<file path="config.mk">
export PLATFORM = sky130hd
export DESIGN_NAME = brkill_queue_v2
export DESIGN_NICKNAME = d
export VERILOG_FILES = /design/src/rtl/brkill_queue_v2.sv
export SDC_FILE = /design/constraint.sdc
export NUM_CORES = 1
export LEC_CHECK = 0
export CAP_MARGIN = 25
export CELL_PAD_IN_SITES_DETAIL_PLACEMENT = 0
export CELL_PAD_IN_SITES_GLOBAL_PLACEMENT = 1
export CORE_MARGIN = 10
export CORE_UTILIZATION = 25
export CTS_CLUSTER_SIZE = 40
export DETAILED_ROUTE_END_ITERATION = 8
export PLACE_DENSITY_LB_ADDON = 0.1
export SLEW_MARGIN = 10
export SYNTH_ARGS = -nofsm -noshare
export SYNTH_HDL_FRONTEND = slang
export SYNTH_SLANG_ARGS = --single-unit
export TNS_END_PERCENT = 50
</file>
<file path="constraint.sdc">
create_clock -name clock -period 5.9 [get_ports clock]
set_input_delay 1.475 -clock clock [delete_from_list [all_inputs] [get_ports clock]]
set_output_delay 1.475 -clock clock [all_outputs]
set_load 0.01 [all_outputs]
</file>
<file path="src/rtl/brkill_queue_v2.sv">
// Circular LSU micro-op queue whose entries are killed in place by branch
// mispredicts or flush; dead entries at the head are reclaimed one per cycle.
module brkill_queue_v2 #(
  parameter int ENTRIES = 16,
  parameter int DATA_W  = 64,
  parameter int BR_W    = 16,
  parameter bit FLOW    = 1'b0
) (
  input  logic                           clock,
  input  logic                           reset,
  input  logic                           enq_valid,
  output logic                           enq_ready,
  input  logic [DATA_W-1:0]              enq_data,
  input  logic [BR_W-1:0]                enq_br_mask,
  input  logic                           enq_flushable,
  output logic                           deq_valid,
  input  logic                           deq_ready,
  output logic [DATA_W-1:0]              deq_data,
  output logic [BR_W-1:0]                deq_br_mask,
  input  logic [BR_W-1:0]                br_resolve_mask,
  input  logic [BR_W-1:0]                br_mispredict_mask,
  input  logic                           flush,
  output logic                           empty,
  output logic [$clog2(ENTRIES+1)-1:0]   count
);
  localparam int PTR_W = $clog2(ENTRIES);
  localparam int CNT_W = $clog2(ENTRIES+1);
  localparam logic [PTR_W-1:0] LAST = PTR_W'(ENTRIES-1);

  logic [PTR_W-1:0]  enq_ptr, deq_ptr;
  logic              maybe_full;
  logic [ENTRIES-1:0] valid_q;
  logic [ENTRIES-1:0] fl_q;
  logic [BR_W-1:0]   mask_q [ENTRIES];
  logic [DATA_W-1:0] data_q [ENTRIES];

  logic ptr_match, full, head_valid, head_kill, enq_kill, flow_path;
  logic enq_fire, do_write, pop;

  function automatic logic kill_f(input logic [BR_W-1:0] mask, input logic fl,
                                  input logic [BR_W-1:0] mis, input logic fls);
    return ((mask & mis) != '0) | (fls & fl);
  endfunction

  // Explicit wrap so non-power-of-two depths work.
  function automatic logic [PTR_W-1:0] wrap_inc(input logic [PTR_W-1:0] p);
    return (p == LAST) ? '0 : p + PTR_W'(1);
  endfunction

  assign ptr_match  = (enq_ptr == deq_ptr);
  assign full       = ptr_match & maybe_full;
  assign empty      = ptr_match & ~maybe_full;
  assign head_valid = valid_q[deq_ptr];
  assign head_kill  = kill_f(mask_q[deq_ptr], fl_q[deq_ptr], br_mispredict_mask, flush);
  assign enq_kill   = kill_f(enq_br_mask, enq_flushable, br_mispredict_mask, flush);
  assign flow_path  = FLOW & empty;

  assign enq_ready  = ~full;
  assign enq_fire   = enq_valid & ~full;
  // A bypassed item is either consumed this cycle or dropped because it died.
  assign do_write   = enq_fire & ~(flow_path & (deq_ready | enq_kill));
  // Live head leaves on handshake; a dead head is reclaimed without waiting.
  assign pop        = ~empty & ((head_valid & ~head_kill & deq_ready) | ~head_valid);

  always_comb begin
    if (flow_path) begin
      deq_valid   = enq_valid & ~enq_kill;
      deq_data    = enq_data;
      deq_br_mask = enq_br_mask & ~br_resolve_mask;
    end else begin
      deq_valid   = ~empty & head_valid & ~head_kill;
      deq_data    = data_q[deq_ptr];
      deq_br_mask = mask_q[deq_ptr] & ~br_resolve_mask;
    end
  end

  always_comb begin
    if (full)
      count = CNT_W'(ENTRIES);
    else if (enq_ptr >= deq_ptr)
      count = CNT_W'(enq_ptr - deq_ptr);
    else
      count = CNT_W'(ENTRIES) - CNT_W'(deq_ptr) + CNT_W'(enq_ptr);
  end

  always_ff @(posedge clock) begin
    if (reset) begin
      enq_ptr    <= '0;
      deq_ptr    <= '0;
      maybe_full <= 1'b0;
      valid_q    <= '0;
      fl_q       <= '0;
      for (int i = 0; i < ENTRIES; i++) mask_q[i] <= '0;
    end else begin
      if (do_write) enq_ptr <= wrap_inc(enq_ptr);
      if (pop)      deq_ptr <= wrap_inc(deq_ptr);
      if (do_write != pop) maybe_full <= do_write;
      for (int i = 0; i < ENTRIES; i++) begin
        if (do_write && enq_ptr == PTR_W'(i)) begin
          valid_q[i] <= ~enq_kill;
          mask_q[i]  <= enq_br_mask & ~br_resolve_mask;
          fl_q[i]    <= enq_flushable;
        end else begin
          valid_q[i] <= valid_q[i] & ~(pop && deq_ptr == PTR_W'(i))
                        & ~kill_f(mask_q[i], fl_q[i], br_mispredict_mask, flush);
          mask_q[i]  <= mask_q[i] & ~br_resolve_mask;
        end
      end
    end
  end

  // Payload storage carries no reset; it is only observed behind valid.
  always_ff @(posedge clock) begin
    if (do_write) data_q[enq_ptr] <= enq_data;
  end

endmodule
</file>
==> results.py, run 1 <==
metrics = {
    "outcome": {
        "status": "complete, no violations",
    },
    "clock_tree": {
        "cts-root-buf": "clkbuf_16",
        "cts.path.max_buffers": 3,
        "worst_skew_pair.late_latency_ns": 0.83,
        "htreeDepth": 4,
        "cts_tree": "built",
        "numCtsBuffers": 161,
        "clk_pin_slew_ns": 0.05,
        "hold_buffers": 0,
        "cts_sinks": 1325,
    },
    "synth": {
        "synth_edf_count": 1280,
        "ys.flop_type": "edfxtp_1",
        "yosys.area_share.xor_xnor_pct": 0.0778,
        "yosys.area_share.simple_pct": 5.58,
        "synth_seq_area_share_pct": 69.9,
        "synthArstFlopShare_pct": 0,
        "synth_cell_types": 57,
        "synth.ff_latch_count": 1325,
        "syn_area_sq_mm": 0.0563,
        "ys_warn_count": 0,
        "netlist_top_cells_count": "1280 x edfxtp_1, 381 x mux4_2, 238 x nand2_1",
        "synthCells": 3131,
        "netlist.area_leader.share_pct": 68.3,
        "synth.area.mux_share_pct": 16.6,
        "synth_compound_area_share_pct": 5.56,
        "synth.most_common_cell": "edfxtp_1",
        "syn_avg_cell_area_sq_um": 18.0,
        "synthTopCellsByArea": "edfxtp_1 68%, mux4_2 15%, nand3b_1 2.2%",
        "synth_top_family_by_area": "multiplexers",
        "synthAdderAreaFrac_pct": 0.302,
        "yosysTopAreaCell": "edfxtp_1",
    },
    "routing": {
        "wl_mm": 204,
        "routedWlPerCell_microns": 30.0,
        "drc_errors": 0,
        "drt_iter0_drc": 2789,
        "vias_per_cell": 4.76,
        "drtAntennaViolNets": 0,
        "dr.pass1.iters": 5,
        "num_vias": 32400,
    },
    "place": {
        "place_inst": 6500,
        "portBuffers": 205,
        "post-place-ws_ns": 0.295,
        "placed_cell_area_sq_mm": 0.0636,
        "dpl.hpwl_mm": 126,
        "routabilityCongestion": 0.831,
    },
    "job": {
        "max-cap-violations": 0,
    },
    "worst_setup_path": {
        "path_cells": "buf_4, mux4_2, a221oi_2, a31o_1, a41oi_1, nor4_4, o221a_2, clkdlybuf4s50_1",
        "crit_family": "compound AO/OA/AOI/OAI gates",
        "cp.required_ns": 4.43,
        "reg2reg_slack_ns": 1.62,
        "r2r_cells": 13,
        "crit_slowest_cell": "dfxtp_4",
        "start_kind": "register",
        "slowest_delay_ns": 0.61,
        "endpoint_kind": "output port",
        "r2r_end": "mask_q[13][14]",
        "cp.arrival_ns": 4.24,
        "r2r_start": "deq_ptr[2]",
        "path_max_fanout": 14,
        "path_class": "register to output port",
        "cp_num_buf_inv": 2,
    },
    "grt": {
        "antenna_found_initial": 25,
        "gr-total-overflow": 0,
        "grt_util_all_layers_pct": 16.3,
        "grt_pass1_vias": 33200,
        "grt_first_pass_wirelength_mm": 283,
        "grt_max_degree": 94,
    },
    "power_and_ir_drop": {
        "leakage_nw": 21.7,
        "p_total_mw": 25.8,
        "switching_power_mw": 7.17,
        "switching_share_pct": 27.8,
        "vdd_drop_max_v": 0.000334,
        "p_seq_share_pct": 42.4,
        "clkPwrFrac_pct": 37.1,
        "powerDensity_mw_per_mm2": 375,
        "combPwrFrac_pct": 20.5,
        "p_int_mw": 18.6,
    },
    "sta": {
        "fin_skew_ns": 0.0429,
        "slew_viol_final": 0,
        "rsz0062_at_grt": "no",
        "fin_crit_ns": 5.71,
        "finalCritPeriodShare_pct": 96.8,
        "tightest_slew_ns": 1.11,
        "timing.fmax_mhz": 175,
        "hold_viol_final": 0,
        "fin_ws_ns": 0.187,
        "hold_slack_ns": 0.523,
        "fin_tns_setup_ns": 0,
        "setup_viol": 0,
        "max-slew-margin-rel_pct": 25.8,
    },
    "cells_and_area": {
        "final_layout_size_suffix_gt1_share_pct": 21.2,
        "stdcell_area_sq_mm": 0.0688,
        "area_growth_pct": 22.3,
        "utilization_pct": 30.6,
        "layoutNonFillerInstCount": 6803,
        "num-nets-final": 3809,
    },
    "min_path": {
        "hp-start": "fl_q[1]",
        "hold_end": "fl_q[1]",
        "worstHoldPathType": "register to register",
        "hold_depth": 2,
    },
    "floorplan": {
        "dieArea_sq_mm": 0.244,
        "start_util_pct": 25.1,
        "die_w_microns": 494,
        "die_y_microns": 494,
        "fp-row-count": 174,
        "io_pins": 206,
        "core_region_area_sq_mm": 0.224,
    },
}
routing by layer:
metal / vias up / global-route usage [%] / routed length [microns]
li1: 13800 / - / -
met1: 17500 / 22.9 / 93700
met2: 885 / 26.3 / 96300
met3: 230 / 2.94 / 10000
met4: 20 / 3.58 / 3830
met5: - / 0 / 115
cells in the final DEF (no fill, tap or decap), types with 29 or more instances in the layout:
master              n
clkbuf_16         162
nor3_1             32
clkbuf_1           41
a221oi_1           49
edfxtp_1         1280
mux4_2            381
nand3b_1          165
a21oi_1            89
a22oi_1            65
nor2_1             49
buf_12             29
buf_4             120
a22o_1             37
clkdlybuf4s50_1   204
conb_1            256
nand2_1           238
clkinv_1           43
o21ai_0           171
mux2i_1            58
dfxtp_1            41
area by class of cell:
type / count / area, sq um
fill: 21900 / 156000
sequential: 1325 / 39400
multi-input combinational: 1802 / 16900
clock buffer: 206 / 4250
tap: 2992 / 3740
timing repair buffer: 355 / 3560
clock inverter: 87 / 817
inverter: 33 / 204
antenna: 3 / 7.51
how the worst max path moves through the flow:
stage	startpoint	end	depth (start not counted)
floorplan	deq_ptr[1]	valid_q[15]	12
global placement	br_mispredict_mask[15]	deq_valid	6
detailed placement	br_mispredict_mask[15]	deq_valid	6
CTS	register	deq_valid	8
global route	register	deq_valid	7
finish	register	deq_valid	8
cell families (layout without fill, tap and decap cells):
group,Yosys count,count (layout)
DFF,1325,1325
and+or+nand+nor,596,596
AOI/OAI and AO/OA,478,478
muxes,454,454
buffers and inverters,259,681
adders and majority gates,13,13
xor gates and xnor gates,5,5
other,1,259
registers in the layout (all words and copies together) (netlist names), named ones only:
register	cells
data_q	1024
deq_ptr	4
enq_ptr	4
fl_q	16
mask_q	256
maybe_full	1
valid_q	16
tightest hold or removal path: stages (launching register included):
cell and delay, ns:
dfxtp_1 0.35, nand2_1 0.07, a21oi_1 0.06
power groups by stage:
stage / clock, mW / combinational [mW] / sequential (mW)
after CTS: 9.90 / 5.38 / 11.0
after global placement: 0 / 5.32 / 11.2
after floorplan: 0 / 3.16 / 11.0
after global routing: 10.3 / 5.66 / 11.0
after detailed placement: 0 / 5.30 / 11.2
final: 9.57 / 5.30 / 10.9
timing repair:
action / in CTS / in global routing
resized for setup: 1 / 0
setup buffers: 2 / 5
setup endpoints to repair: 1 / 1
Note: power is estimated with default switching activity, not from simulation.
==> run 2, diff against run 1 <==
--- a/config.mk
+++ b/config.mk
@@ -10,8 +10,10 @@
 export CELL_PAD_IN_SITES_GLOBAL_PLACEMENT = 1
 export CORE_MARGIN = 10
 export CORE_UTILIZATION = 25
+export CTS_BUF_LIST = sky130_fd_sc_hd__clkbuf_16
 export CTS_CLUSTER_SIZE = 40
 export DETAILED_ROUTE_END_ITERATION = 8
+export GPL_ROUTABILITY_DRIVEN = 1
 export PLACE_DENSITY_LB_ADDON = 0.1
 export SLEW_MARGIN = 10
 export SYNTH_ARGS = -nofsm -noshare
==> run 2 against run 1 <==
Effect of this change: routed wire length hardly changed; final area hardly changed; sequential power hardly changed; cell count stayed put; fmax is 0.11% lower; sequential share of layout area hardly changed; die area stayed put; critical path type unchanged; critical endpoint unchanged; largest cell class unchanged.
==> results.py, run 2 (synthesis gave the netlist of run 1 again) <==
metrics = {
    "place": {
        "place_inst": 6500,
        "dpl.hpwl_mm": 126,
        "placed_cell_area_sq_mm": 0.0636,
        "portBuffers": 205,
        "routabilityCongestion": 0.831,
    },
    "outcome": {
        "status": "complete, no violations",
    },
    "clock_tree": {
        "cts.path.max_buffers": 3,
        "worst_skew_pair.late_latency_ns": 0.83,
        "cts_sinks": 1325,
        "numCtsBuffers": 161,
        "hold_buffers": 0,
        "clk_pin_slew_ns": 0.05,
        "htreeDepth": 4,
        "cts-root-buf": "clkbuf_16",
        "cts_tree": "built",
    },
    "routing": {
        "dr.pass1.iters": 6,
        "wl_mm": 204,
        "drt_iter0_drc": 2798,
        "num_vias": 32500,
        "drc_errors": 0,
        "drtAntennaViolNets": 0,
        "routedWlPerCell_microns": 30.0,
        "vias_per_cell": 4.77,
    },
    "cells_and_area": {
        "regMostFlops": "data_q",
        "mostFrequentLayoutCells": "1280 x edfxtp_1, 381 x mux4_2, 256 x conb_1",
        "area_growth_pct": 22.2,
        "largest_register_ffs": 1024,
        "final_common_cell": "edfxtp_1",
        "multi_input_area_sq_mm": 0.0169,
        "num-nets-final": 3809,
        "layoutNonFillerInstCount": 6803,
        "final-seq-area_sq_mm": 0.0394,
        "n_fill_cell": 21900,
        "final_layout_size_suffix_gt1_share_pct": 21.2,
        "reg.largest.list": "data_q (1024), mask_q (256)",
        "stdcell_area_sq_mm": 0.0688,
    },
    "sta": {
        "max-slew-margin-rel_pct": 26.5,
        "fin_skew_ns": 0.0415,
        "finalCritPeriodShare_pct": 96.9,
        "fin_crit_ns": 5.72,
        "rsz0062_at_grt": "no",
        "setup_viol": 0,
        "fin_tns_setup_ns": 0,
        "slew_viol_final": 0,
        "timing.fmax_mhz": 175,
        "tightest_slew_ns": 1.10,
        "hold_viol_final": 0,
    },
    "worst_setup_path": {
        "slowest_delay_ns": 0.61,
        "path_class": "register to output port",
        "start_kind": "register",
        "cp.required_ns": 4.43,
        "path_cells": "buf_4, mux4_2, a221oi_2, a31o_1, a41oi_1, nor4_4, o221a_2, clkdlybuf4s50_1",
        "cp.arrival_ns": 4.24,
        "crit_slowest_cell": "dfxtp_4",
        "endpoint_kind": "output port",
        "path_max_fanout": 14,
    },
    "floorplan": {
        "dieArea_sq_mm": 0.244,
        "io_pins": 206,
        "core_region_area_sq_mm": 0.224,
        "fp-row-count": 174,
        "die_w_microns": 494,
        "start_util_pct": 25.1,
        "die_y_microns": 494,
    },
    "grt": {
        "antenna_found_initial": 25,
        "grt_pass1_vias": 33200,
        "grt_max_degree": 94,
        "grt_util_all_layers_pct": 16.3,
        "gr-total-overflow": 0,
        "grt_first_pass_wirelength_mm": 283,
    },
    "job": {
        "max-cap-violations": 0,
    },
    "power_and_ir_drop": {
        "vdd_drop_max_v": 0.000319,
        "powerDensity_mw_per_mm2": 374,
        "leakage_nw": 21.8,
    },
    "min_path": {
        "worstHoldPathType": "register to register",
    },
}
[run 2: path summary, 6_finish.rpt]
check | from | to | slack [ns] | depth (start not counted)
setup / recovery | register | deq_valid | 0.18 | 8
hold / removal | fl_q[1] | fl_q[1] | 0.52 | 2
setup reg to reg | deq_ptr[2] | mask_q[13][9] | 1.62 | 13
hold reg to reg | fl_q[1] | fl_q[1] | 0.52 | 2
[run 2: cell type report]
type,count,share of cell area (%)
Tap cell,2992,5.44
Inverter,33,0.297
Multi-Input combinational cell,1802,24.5
Sequential cell,1325,57.2
Timing Repair Buffer,355,5.18
Antenna cell,3,0.0109
Clock buffer,162,5.90
Clock inverter,131,1.43
[run 2: per-layer routing]
metal,global-route usage (%),wire length [microns],up-vias
met2,26.3,96300,918
met1,23.0,93600,17500
met4,3.56,3870,20
met3,2.91,10100,236
li1,-,-,13800
met5,0,115,-
[run 2: critical path, delay by kind of cell (launching register included)]
kind | cells | cell delay [ns]
AND/OR/NAND/NOR | 1 | 0.45
buffers and inverters | 2 | 0.90
multiplexers | 1 | 0.44
flip-flops | 1 | 0.61
AO/OA/AOI/OAI | 4 | 1.03
[run 2: what timing repair did]
action | 4_1_cts | 5_1_grt
setup buffers | 2 | 5
gates resized for setup | 1 | 0
setup endpoints to repair | 1 | 1
[run 2: through the flow]
step / util, % / setup slack, ns / hold WS, ns / power, mW
6_report: 30.6 / 0.181 / 0.519 / 25.7
5_1_grt: 30.6 / 0.0919 / 0.545 / 26.8
4_1_cts: 30.6 / 0.00680 / 0.512 / 26.2
3_5_place_dp: 28.3 / 0.295 / 0.504 / 16.5
3_3_place_gp: 28.3 / 0.316 / 0.498 / 16.5
2_1_floorplan: - / 1.25 / 0.446 / 14.1
[run 2: where the power goes]
group	internal, mW	total [mW]	leakage [nW]	switching [mW]
Combinational	2.52	5.29	6.99	2.77
Sequential	10.7	10.9	12.2	0.265
Clock	5.33	9.47	2.59	4.14
Total	18.5	25.7	21.8	7.18
